### src/rtl/lsu_mem_port.sv
// lsu_mem_port: load/store initiator for the 64-bit data memory port.
// Stores go out as byte writes; loads use one or two 64-bit reads.
module lsu_mem_port #(
    parameter int DM_ADDR_BITS = 12
) (
    input  logic        clk,
    input  logic        rst,
    input  logic        req_valid,
    output logic        req_ready,
    input  logic        req_we,
    input  logic [2:0]  req_op,
    input  logic [63:0] req_addr,
    input  logic [63:0] req_wdata,
    output logic        resp_valid,
    output logic [63:0] resp_rdata,
    output logic        resp_err,
    output logic [2:0]  dm_rd_ctrl,
    output logic [2:0]  dm_wr_ctrl,
    output logic [63:0] dm_addr,
    output logic [63:0] dm_din,
    input  logic [63:0] dm_dout
);

    typedef enum logic [2:0] {
        IDLE,
        RD0,
        RD1,
        WR,
        RESP
    } state_t;

    localparam logic [2:0] CTRL_LD   = 3'b101;
    localparam logic [2:0] CTRL_SB   = 3'b001;
    localparam logic [2:0] CTRL_IDLE = 3'b000;

    state_t      state;
    logic [2:0]  op_q;
    logic [63:0] addr_q;
    logic [63:0] wdata_q;
    logic [63:0] lo_q;
    logic [2:0]  idx_q;

    logic [3:0]  req_size;
    logic [64:0] req_end;
    logic        req_err;
    logic [3:0]  cur_size;
    logic        crosses;
    logic [6:0]  hi_shamt;
    logic [63:0] combined;
    logic [2:0]  idx_next;
    logic        last_byte;
    logic [63:0] hi_addr;

    function automatic logic [3:0] size_of(input logic [1:0] sz);
        return 4'd1 << sz;
    endfunction

    function automatic logic [63:0] extend(
        input logic [2:0]  op,
        input logic [63:0] d
    );
        logic [63:0] r;
        r = d;
        case (op[1:0])
            2'b00:   r = op[2] ? {56'd0, d[7:0]}  : {{56{d[7]}}, d[7:0]};
            2'b01:   r = op[2] ? {48'd0, d[15:0]} : {{48{d[15]}}, d[15:0]};
            2'b10:   r = op[2] ? {32'd0, d[31:0]} : {{32{d[31]}}, d[31:0]};
            default: r = d;
        endcase
        return r;
    endfunction

    // Request checks and per-state address/data helpers.
    always_comb begin
        req_size  = size_of(req_op[1:0]);
        // 65-bit sum so a wrap past 2^64 lands in the error range.
        req_end   = {1'b0, req_addr} + {61'd0, req_size} - 65'd1;
        req_err   = (|req_end[64:DM_ADDR_BITS])
                  || (req_we && req_op[2])
                  || (req_op == 3'b111);
        cur_size  = size_of(op_q[1:0]);
        crosses   = ({1'b0, addr_q[2:0]} + cur_size) > 4'd8;
        // The first read returns 8-addr[2:0] valid bytes; hi sits above them.
        hi_shamt  = 7'd64 - {1'b0, addr_q[2:0], 3'b000};
        combined  = lo_q | (dm_dout << hi_shamt);
        idx_next  = idx_q + 3'd1;
        last_byte = ({1'b0, idx_q} == (cur_size - 4'd1));
        hi_addr   = (addr_q | 64'd7) + 64'd1;
    end

    // Control FSM with registered handshake and memory-port outputs.
    always_ff @(posedge clk or posedge rst) begin
        if (rst) begin
            state      <= IDLE;
            op_q       <= 3'd0;
            addr_q     <= 64'd0;
            wdata_q    <= 64'd0;
            lo_q       <= 64'd0;
            idx_q      <= 3'd0;
            req_ready  <= 1'b1;
            resp_valid <= 1'b0;
            resp_err   <= 1'b0;
            resp_rdata <= 64'd0;
            dm_rd_ctrl <= CTRL_IDLE;
            dm_wr_ctrl <= CTRL_IDLE;
            dm_addr    <= 64'd0;
            dm_din     <= 64'd0;
        end else begin
            case (state)
                IDLE: begin
                    if (req_valid) begin
                        op_q      <= req_op;
                        addr_q    <= req_addr;
                        wdata_q   <= req_wdata;
                        idx_q     <= 3'd0;
                        req_ready <= 1'b0;
                        if (req_err) begin
                            state      <= RESP;
                            resp_valid <= 1'b1;
                            resp_err   <= 1'b1;
                            resp_rdata <= 64'd0;
                        end else if (req_we) begin
                            state      <= WR;
                            dm_wr_ctrl <= CTRL_SB;
                            dm_addr    <= req_addr;
                            dm_din     <= {8{req_wdata[7:0]}};
                        end else begin
                            state      <= RD0;
                            dm_rd_ctrl <= CTRL_LD;
                            dm_addr    <= req_addr;
                        end
                    end
                end
                RD0: begin
                    lo_q <= dm_dout;
                    if (crosses) begin
                        state   <= RD1;
                        dm_addr <= hi_addr;
                    end else begin
                        state      <= RESP;
                        dm_rd_ctrl <= CTRL_IDLE;
                        dm_addr    <= 64'd0;
                        resp_valid <= 1'b1;
                        resp_rdata <= extend(op_q, dm_dout);
                    end
                end
                RD1: begin
                    state      <= RESP;
                    dm_rd_ctrl <= CTRL_IDLE;
                    dm_addr    <= 64'd0;
                    resp_valid <= 1'b1;
                    resp_rdata <= extend(op_q, combined);
                end
                WR: begin
                    if (last_byte) begin
                        state      <= RESP;
                        dm_wr_ctrl <= CTRL_IDLE;
                        dm_addr    <= 64'd0;
                        dm_din     <= 64'd0;
                        resp_valid <= 1'b1;
                        resp_rdata <= 64'd0;
                    end else begin
                        idx_q   <= idx_next;
                        dm_addr <= addr_q + {61'd0, idx_next};
                        dm_din  <= {8{wdata_q[{idx_next, 3'b000} +: 8]}};
                    end
                end
                RESP: begin
                    state      <= IDLE;
                    req_ready  <= 1'b1;
                    resp_valid <= 1'b0;
                    resp_err   <= 1'b0;
                    resp_rdata <= 64'd0;
                end
                default: begin
                    state      <= IDLE;
                    req_ready  <= 1'b1;
                    resp_valid <= 1'b0;
                    resp_err   <= 1'b0;
                    resp_rdata <= 64'd0;
                    dm_rd_ctrl <= CTRL_IDLE;
                    dm_wr_ctrl <= CTRL_IDLE;
                    dm_addr    <= 64'd0;
                    dm_din     <= 64'd0;
                end
            endcase
        end
    end

endmodule
### config.mk
export PLATFORM = sky130hd
export DESIGN_NAME = lsu_mem_port
export DESIGN_NICKNAME = d
export VERILOG_FILES = /design/src/rtl/lsu_mem_port.sv
export SDC_FILE = /design/constraint.sdc
export NUM_CORES = 1
export LEC_CHECK = 0
export BUFFER_PORTS_ARGS = -buffer_cell sky130_fd_sc_hd__buf_2
export CORE_AREA = 4 4 333 171
export DETAILED_ROUTE_END_ITERATION = 7
export DIE_AREA = 0 0 337 175
export PLACE_DENSITY = 0.78
export SLEW_MARGIN = 20
export SYNTH_ARGS = -nofsm -noshare
export SYNTH_HDL_FRONTEND = slang
export SYNTH_SLANG_ARGS = --single-unit
export TNS_END_PERCENT = 100
### constraint.sdc
create_clock -name clk -period 14.2 [get_ports clk]
set_input_delay 2.84 -clock clk [delete_from_list [all_inputs] [get_ports clk]]
set_output_delay 2.84 -clock clk [all_outputs]
set_load 0.01 [all_outputs]
==> results of run 1 <==
[flip-flops by register name, summed over array words and instances, names as in the netlist]
register	count
req_ready	1
dm_wr_ctrl	1
lo_q	64
wdata_q	64
resp_err	1
state	3
dm_rd_ctrl	1
dm_din	8
addr_q	64
resp_rdata	64
idx_q	3
op_q	3
resp_valid	1
dm_addr	64
[final cells by class]
cell class / instances / share of cell area (%)
timing repair buffer: 423 / 8.054
clock buffer: 51 / 3.837
antenna: 13 / 0.1190
multi-input combinational: 2141 / 51.12
clock inverter: 16 / 0.7784
sequential: 342 / 31.33
tap: 713 / 3.265
inverter: 107 / 1.497
[worst max-delay path, delay by kind of cell]
family,cells,cell delay (ps)
AND/OR/NAND/NOR,7,2710
buffers and inverters,3,820
AO/OA/AOI/OAI,4,1060
multiplexers,1,410
adder cells (fa/ha/maj),2,530
[metal layers]
| metal | vias to the layer above | global-route usage (%) |
|---|---|---|
| met5 | - | 0 |
| met2 | 1212 | 45.76 |
| met1 | 11293 | 36.30 |
| met4 | 2 | 12.85 |
| li1 | 10558 | - |
| met3 | 252 | 4.666 |
[cells by family (layout without fill, tap and decap cells)]
group | after synthesis | after routing | synth area share, %
buffers and inverters | 341 | 597 | 6.843
DFF | 342 | 342 | 35.49
adders and majority gates | 76 | 76 | 4.005
muxes | 227 | 227 | 13.34
xor gates and xnor gates | 36 | 36 | 1.307
other | 1 | 16 | 0.01555
AOI/OAI and AO/OA | 757 | 757 | 20.15
and+or+nand+nor | 1042 | 1042 | 18.85
[worst paths after layout]
path | slack [ps] | from | to | cells past startpoint
max in group asynchronous | 9460 | rst | resp_rdata[0] | 4
max | 6210 | req_op[0] | dm_addr[59] | 17
min reg2reg | 470 | lo_q[39] | lo_q[39] | 2
max reg2reg | 9470 | op_q[1] | dm_addr[48] | 15
min in group asynchronous | 2420 | rst | dm_addr[24] | 2
min | 470 | lo_q[39] | lo_q[39] | 2
[power groups by stage]
stage	clock (uW)	sequential [uW]	combinational [uW]
2_1_floorplan	0	1070	440
3_3_place_gp	0	1090	627
3_5_place_dp	0	1090	633
4_1_cts	1030	1080	636
5_1_grt	1070	1080	707
6_report	1020	1080	653
[cells in the final DEF (no fill, tap or decap), types with 37 or more instances in the layout]
cell type / instances
a21oi_1: 177
buf_2: 396
clkbuf_16: 37
dfrtp_1: 340
ha_1: 73
inv_1: 105
mux2_2: 89
mux2_4: 54
mux2i_1: 39
mux4_2: 45
nand2_1: 602
nand3_1: 41
nand4_1: 48
nor2_1: 174
o21ai_0: 206
o22ai_1: 79
[through the flow]
stage | worst slack, ps | power (uW) | hold slack [ps]
after floorplan | 1882 | 1515 | 440.3
after global placement | 5588 | 1716 | 452.2
after global routing | 5794 | 2864 | 488.1
after detailed placement | 5500 | 1725 | 457.0
final | 6206 | 2750 | 471.1
after CTS | 6069 | 2740 | 472.0
[cell usage after synthesis (13+ instances only)]
| cell | instances |
|---|---|
| ha_1 | 74 |
| buf_4 | 62 |
| buf_2 | 14 |
| a211o_1 | 33 |
| mux2i_1 | 39 |
| a211oi_1 | 16 |
| a2111oi_0 | 18 |
| nand2_1 | 605 |
| buf_1 | 18 |
| xnor2_1 | 14 |
| o21a_1 | 17 |
| and3_1 | 27 |
| o211ai_1 | 13 |
| o21ai_0 | 207 |
| mux2_2 | 89 |
| or3_1 | 17 |
| nand3_1 | 41 |
| nor4_1 | 18 |
| nand4_1 | 48 |
| o22ai_1 | 79 |
| a31oi_1 | 29 |
| nor2_1 | 176 |
| dfrtp_1 | 341 |
| xor2_1 | 22 |
| a21o_1 | 28 |
| a21oi_1 | 178 |
| a221o_1 | 14 |
| clkbuf_1 | 131 |
| mux4_2 | 45 |
| mux2_4 | 54 |
| o21bai_1 | 13 |
| inv_1 | 106 |
| nor3_1 | 33 |
==> metrics, run 1 <==
Async SR Flop Fraction=100.0%; minimum clock period=7994 ps; Util after Layout=50.98%; max incr delay on CP=650 ps; Max clock buf depth=3; post-synth top area share=35.38%; CORE AREA=53600 um2; Final Cell Area=27330 um2; Placed Cells incl. Taps=3726; Post-CTS Repair Setup Buffers=0; Synth area leader=dfrtp_1; DR top layer=met5; Num CTS Buffers=37; DIE WIDTH=337 um; sequential fraction of the synthesis area=35.49%; # rows=60; largest cells by area after synthesis=dfrtp_1 35%, nand2_1 9.4%, o21ai_0 4.3%, mux4_2 4.2%, mux2_2 4.2%; post-route ant nets=0; slowest CP cell=buf_6; count of yosys warnings during synthesis=0; grt ovf=0; Clk pwr share=37.0%; Initial Util=44.99%; first-pass GRT wire length=130.7 mm; Metal-1 WL=34.21 mm; Clk Latency, worst-skew pair=550 ps; status=finished clean; largest net degree at the start of global routing=162; area of the multi-input gates=13970 um2; setup TNS=0 ps; crit-path cells=buf_2 > nand2b_1 > ha_1 > inv_1 > ha_1 > nor2b_1 > a311oi_1 > o311a_1 > nor3_1 > or4_1 > o2111ai_1 > or4_1 > nor4_2 > and4_1 > a311o_2 > buf_6 > mux2_2; combinational share of power=23.8%; met2 WL post-DR=40.32 mm; Cell Pwr Density=100.6 nW/um2; Finished Layout Cells=3806; I/O Buffers=396; vias per inst=6.126; Remaining DRCs=0; Worst Max-Slew Pin Slew=1060 ps; Max Fclk=125.1 MHz; GP Congestion=0.9764; synthesized cell area=24120 um2; layout cells sized above 1=23.28%; die area=58980 um2; worst path arrival time=8430 ps; Hold Violations, Final=0; Reg power frac=39.2%; via count=23317; skew final=23.28 ps; Pleak=0.01299 uW; synthesized area per cell=8.546 um2; CTS Hold Bufs=0; Slew Limit Headroom=29.09%; register bit count reported by yosys=342; initial antenna violation count=14; synth unique cells=88; net switching power=898.6 uW; clk slew on worst S/H paths=60 ps; cells after synthesis=2822; WP data required=14640 ps; Max Transition Viols Final=0; Crit Path Max Fanout=64; FILL cells=4987; sw frac=32.68%; PostCTS Resize Cnt=0; Peak VDD IR=0.00006861 V; Sink Count=342; CTS root buffer=clkbuf_16; Die Ht=175 um; RSZ-0062 raised after global routing=no; critical path class=in -> reg; nets=3327; CTS tree=done; Final Setup Violations=0; vias in the first global route=22456; io pins=400; Final period util=56.29%; met3 wire length=7.195 mm; cell internal pwr=1851 uW; number of synthesized flops with an enable pin=0; DRT Wirelength=85.97 mm; routed length per instance=22.59 um; Critical Path Start Type=input pin; crit end category=register; initial DRC count=2565; dpl cell area=26020 um2; H-tree Lvls=2; area occupied by registers=8561 um2; Synth Flop Type=dfrtp_1; DP Wirelength=63.78 mm; GRT Total Usage=27.92%; DRT Pass-1 Iters=6; Area Growth Syn to Fin=13.31%; Hold Crit Class=reg -> reg; maxcap violations=0
(Power assumes the default switching activity.)
==> run 2: changes to the inputs <==
--- a/config.mk
+++ b/config.mk
@@ -5,11 +5,12 @@
 export SDC_FILE = /design/constraint.sdc
 export NUM_CORES = 1
 export LEC_CHECK = 0
+export ABC_AREA = 1
 export BUFFER_PORTS_ARGS = -buffer_cell sky130_fd_sc_hd__buf_2
-export CORE_AREA = 4 4 333 171
+export CORE_AREA = 4 4 344 177
 export DETAILED_ROUTE_END_ITERATION = 7
-export DIE_AREA = 0 0 337 175
-export PLACE_DENSITY = 0.78
+export DIE_AREA = 0 0 348 181
+export PLACE_DENSITY = 0.77
 export SLEW_MARGIN = 20
 export SYNTH_ARGS = -nofsm -noshare
 export SYNTH_HDL_FRONTEND = slang
==> constraint.sdc (replaced) <==
create_clock -name clk -period 8.2 [get_ports clk]
set_input_delay 1.64 -clock clk [delete_from_list [all_inputs] [get_ports clk]]
set_output_delay 1.64 -clock clk [all_outputs]
set_load 0.01 [all_outputs]
==> run 2 against run 1 <==
Net effect:
- clock power is 52% higher
- count of clock-buffer cells in the layout is 10 lower
- final area is 6.1% higher
- hold slack worse by 0.83 ps
- die area is 6.8% higher
- worst setup slack worse by 4800 ps
- power grew to 3.0 times the previous value
- final cell count is 32% higher
- clock skew is 4.7 ps lower
- critical path type is now reg -> reg
- largest cell class unchanged
- largest power group is now combinational cells
==> metrics, run 2 <==
largest cells by area after synthesis=dfrtp_1 33%, nand2_1 17%, o21ai_0 8.5%, inv_1 7.8%, a21oi_1 4.9%; grt ovf=0; DRT Pass-1 Iters=6; Critical Path Start Type=register; Clk Latency, worst-skew pair=620 ps; Pleak=0.01439 uW; Die Ht=181 um; Total Power=8316 uW; Area Growth Syn to Fin=12.62%; CTS Hold Bufs=0; reg2reg end=dm_addr[26]; Final Setup Violations=0; GRT Total Usage=35.79%; post-synth top area share=33.15%; synthesized area per cell=6.462 um2; setup TNS=0 ps; Cell Pwr Density=286.9 nW/um2; Synth Flop Type=dfrtp_1; number of synthesized flops with an enable pin=0; initial DRC count=4887; reg2reg start=idx_q[0]; minimum clock period=6749 ps; vias in the first global route=25276; # rows=63; most common cell in the netlist=nand2_1; Crit Path Max Fanout=34; via count=29033; sequential fraction of the synthesis area=33.25%; GP Congestion=1.112; DRT Wirelength=117.8 mm; commonest cells after routing, fill and taps aside=1148 x nand2_1, 533 x inv_1, 435 x o21ai_0; maxcap violations=0; Synth area leader=dfrtp_1; PostCTS Resize Cnt=0; die area=62990 um2; commonest cells in the synthesized netlist=1149 x nand2_1, 537 x inv_1, 435 x o21ai_0; DP Wirelength=93.23 mm; nets=4507; Hold Path End=lo_q[8]; Hold Startpoint=lo_q[8]; post-route ant nets=0; H-tree Lvls=1; CORE AREA=58170 um2; CTS tree=done; Max Transition Viols Final=0; Max clock buf depth=3; Hold Violations, Final=0; initial antenna violation count=7; Remaining DRCs=0; cells after synthesis=3983; Peak VDD IR=0.0002765 V; io pins=400; DIE WIDTH=348 um; RSZ-0062 raised after global routing=no; synthesized cell area=25740 um2; Reg2Reg Setup Slack=1450 ps; Max Fclk=148.2 MHz; worst path arrival time=7210 ps; register bit count reported by yosys=342; status=finished clean; Worst Max-Slew Pin Slew=1199 ps; routed length per instance=23.37 um; largest net degree at the start of global routing=216; most common cell after layout, fill and taps aside=nand2_1; Final period util=82.31%; Initial Util=44.25%; Async SR Flop Fraction=100.0%; I/O Buffers=396; critical path class=reg -> reg; vias per inst=5.759; worst hold path depth=2; Post-CTS Repair Setup Buffers=0; Hold Crit Class=reg -> reg; CTS root buffer=clkbuf_16; layout cells sized above 1=12.74%; FF-to-FF path depth=14; Num CTS Buffers=30; synth unique cells=57; crit end category=register; WP data required=8660 ps; Slew Limit Headroom=19.46%; skew final=18.57 ps; clk slew on worst S/H paths=70 ps; first-pass GRT wire length=168.8 mm; count of yosys warnings during synthesis=0; Sink Count=342
run 2: cell count changes in the layout (fill, tap and decap cells not counted), sizes merged, moves of 72 or more:
| cell | delta |
|---|---|
| nand3 | +89 |
| inv | +433 |
| mux2 | -143 |
| o21ai | +288 |
| a21oi | +72 |
| nor2 | +160 |
| nand2 | +547 |
run 2: logic make-up after synthesis:
| group | count (synthesis) | share of synthesized area (%) |
|---|---|---|
| buffers and inverters | 769 | 12.39 |
| multiplexers | 3 | 0.1167 |
| other | 1 | 0.01457 |
| AND/OR/NAND/NOR | 1807 | 28.90 |
| AO/OA/AOI/OAI | 954 | 20.51 |
| adder cells (fa/ha/maj) | 76 | 3.753 |
| XOR/XNOR | 31 | 1.055 |
| flip-flops | 342 | 33.25 |
run 2: layer usage:
layer | vias to the layer above | track usage, % | routed length [um]
met2 | 1945 | 41.00 | 40070
met5 | - | 2.268 | 208
met1 | 13502 | 56.18 | 54320
met3 | 143 | 20.07 | 21220
met4 | 6 | 5.456 | 2000
li1 | 13437 | - | -
run 2: cell type report:
type / count / area [um2]
Inverter: 550 / 2068
Sequential cell: 342 / 8561
Antenna cell: 6 / 15.01
Timing Repair Buffer: 434 / 2292
Fill cell: 6037 / 29180
Clock inverter: 14 / 193.9
Clock buffer: 41 / 822.0
Multi-Input combinational cell: 2874 / 14060
Tap cell: 780 / 975.9
run 2: worst max-delay path by stage:
| stage | startpoint | end |
|---|---|---|
| final | idx_q[0] | dm_addr[26] |
| after global routing | idx_q[0] | dm_addr[26] |
| after CTS | idx_q[0] | dm_addr[26] |
| after detailed placement | req_addr[36] | resp_rdata[23] |
| after global placement | req_addr[36] | resp_rdata[42] |
| after floorplan | rst | addr_q[0] |
run 2: critical path: stages (launching register included):
cell and delay, ps:
dfrtp_1 360, buf_4 240, ha_1 820, clkinv_1 880, fa_1 700, inv_1 90, nand2_1 110, nand2_1 510
inv_1 550, nor4_1 690, nand2_1 350, o21ai_0 460, o22ai_1 200, a31oi_1 480, o21ai_1 140
run 2: power by group:
group | switching, uW | leakage (uW) | internal (uW)
combinational | 3060 | 0.00972 | 1110
sequential | 412 | 0.00418 | 2190
clock | 717 | 0.000492 | 832
run 2: per-stage QoR:
| step | hold slack (ps) | cells | instance area, um2 | utilization [%] | setup WS (ps) |
|---|---|---|---|---|---|
| floorplan | 436.9 | 3985 | 25750 | - | 1986 |
| global placement | 447.9 | 4980 | 27950 | 48.04 | 1367 |
| detailed placement | 455.1 | 4980 | 27950 | 48.04 | 1520 |
| CTS | 471.7 | 5035 | 28970 | 49.79 | 1914 |
| global route | 495.9 | 5040 | 28990 | 49.83 | 1463 |
| finish | 470.3 | 5041 | 28990 | 49.83 | 1451 |
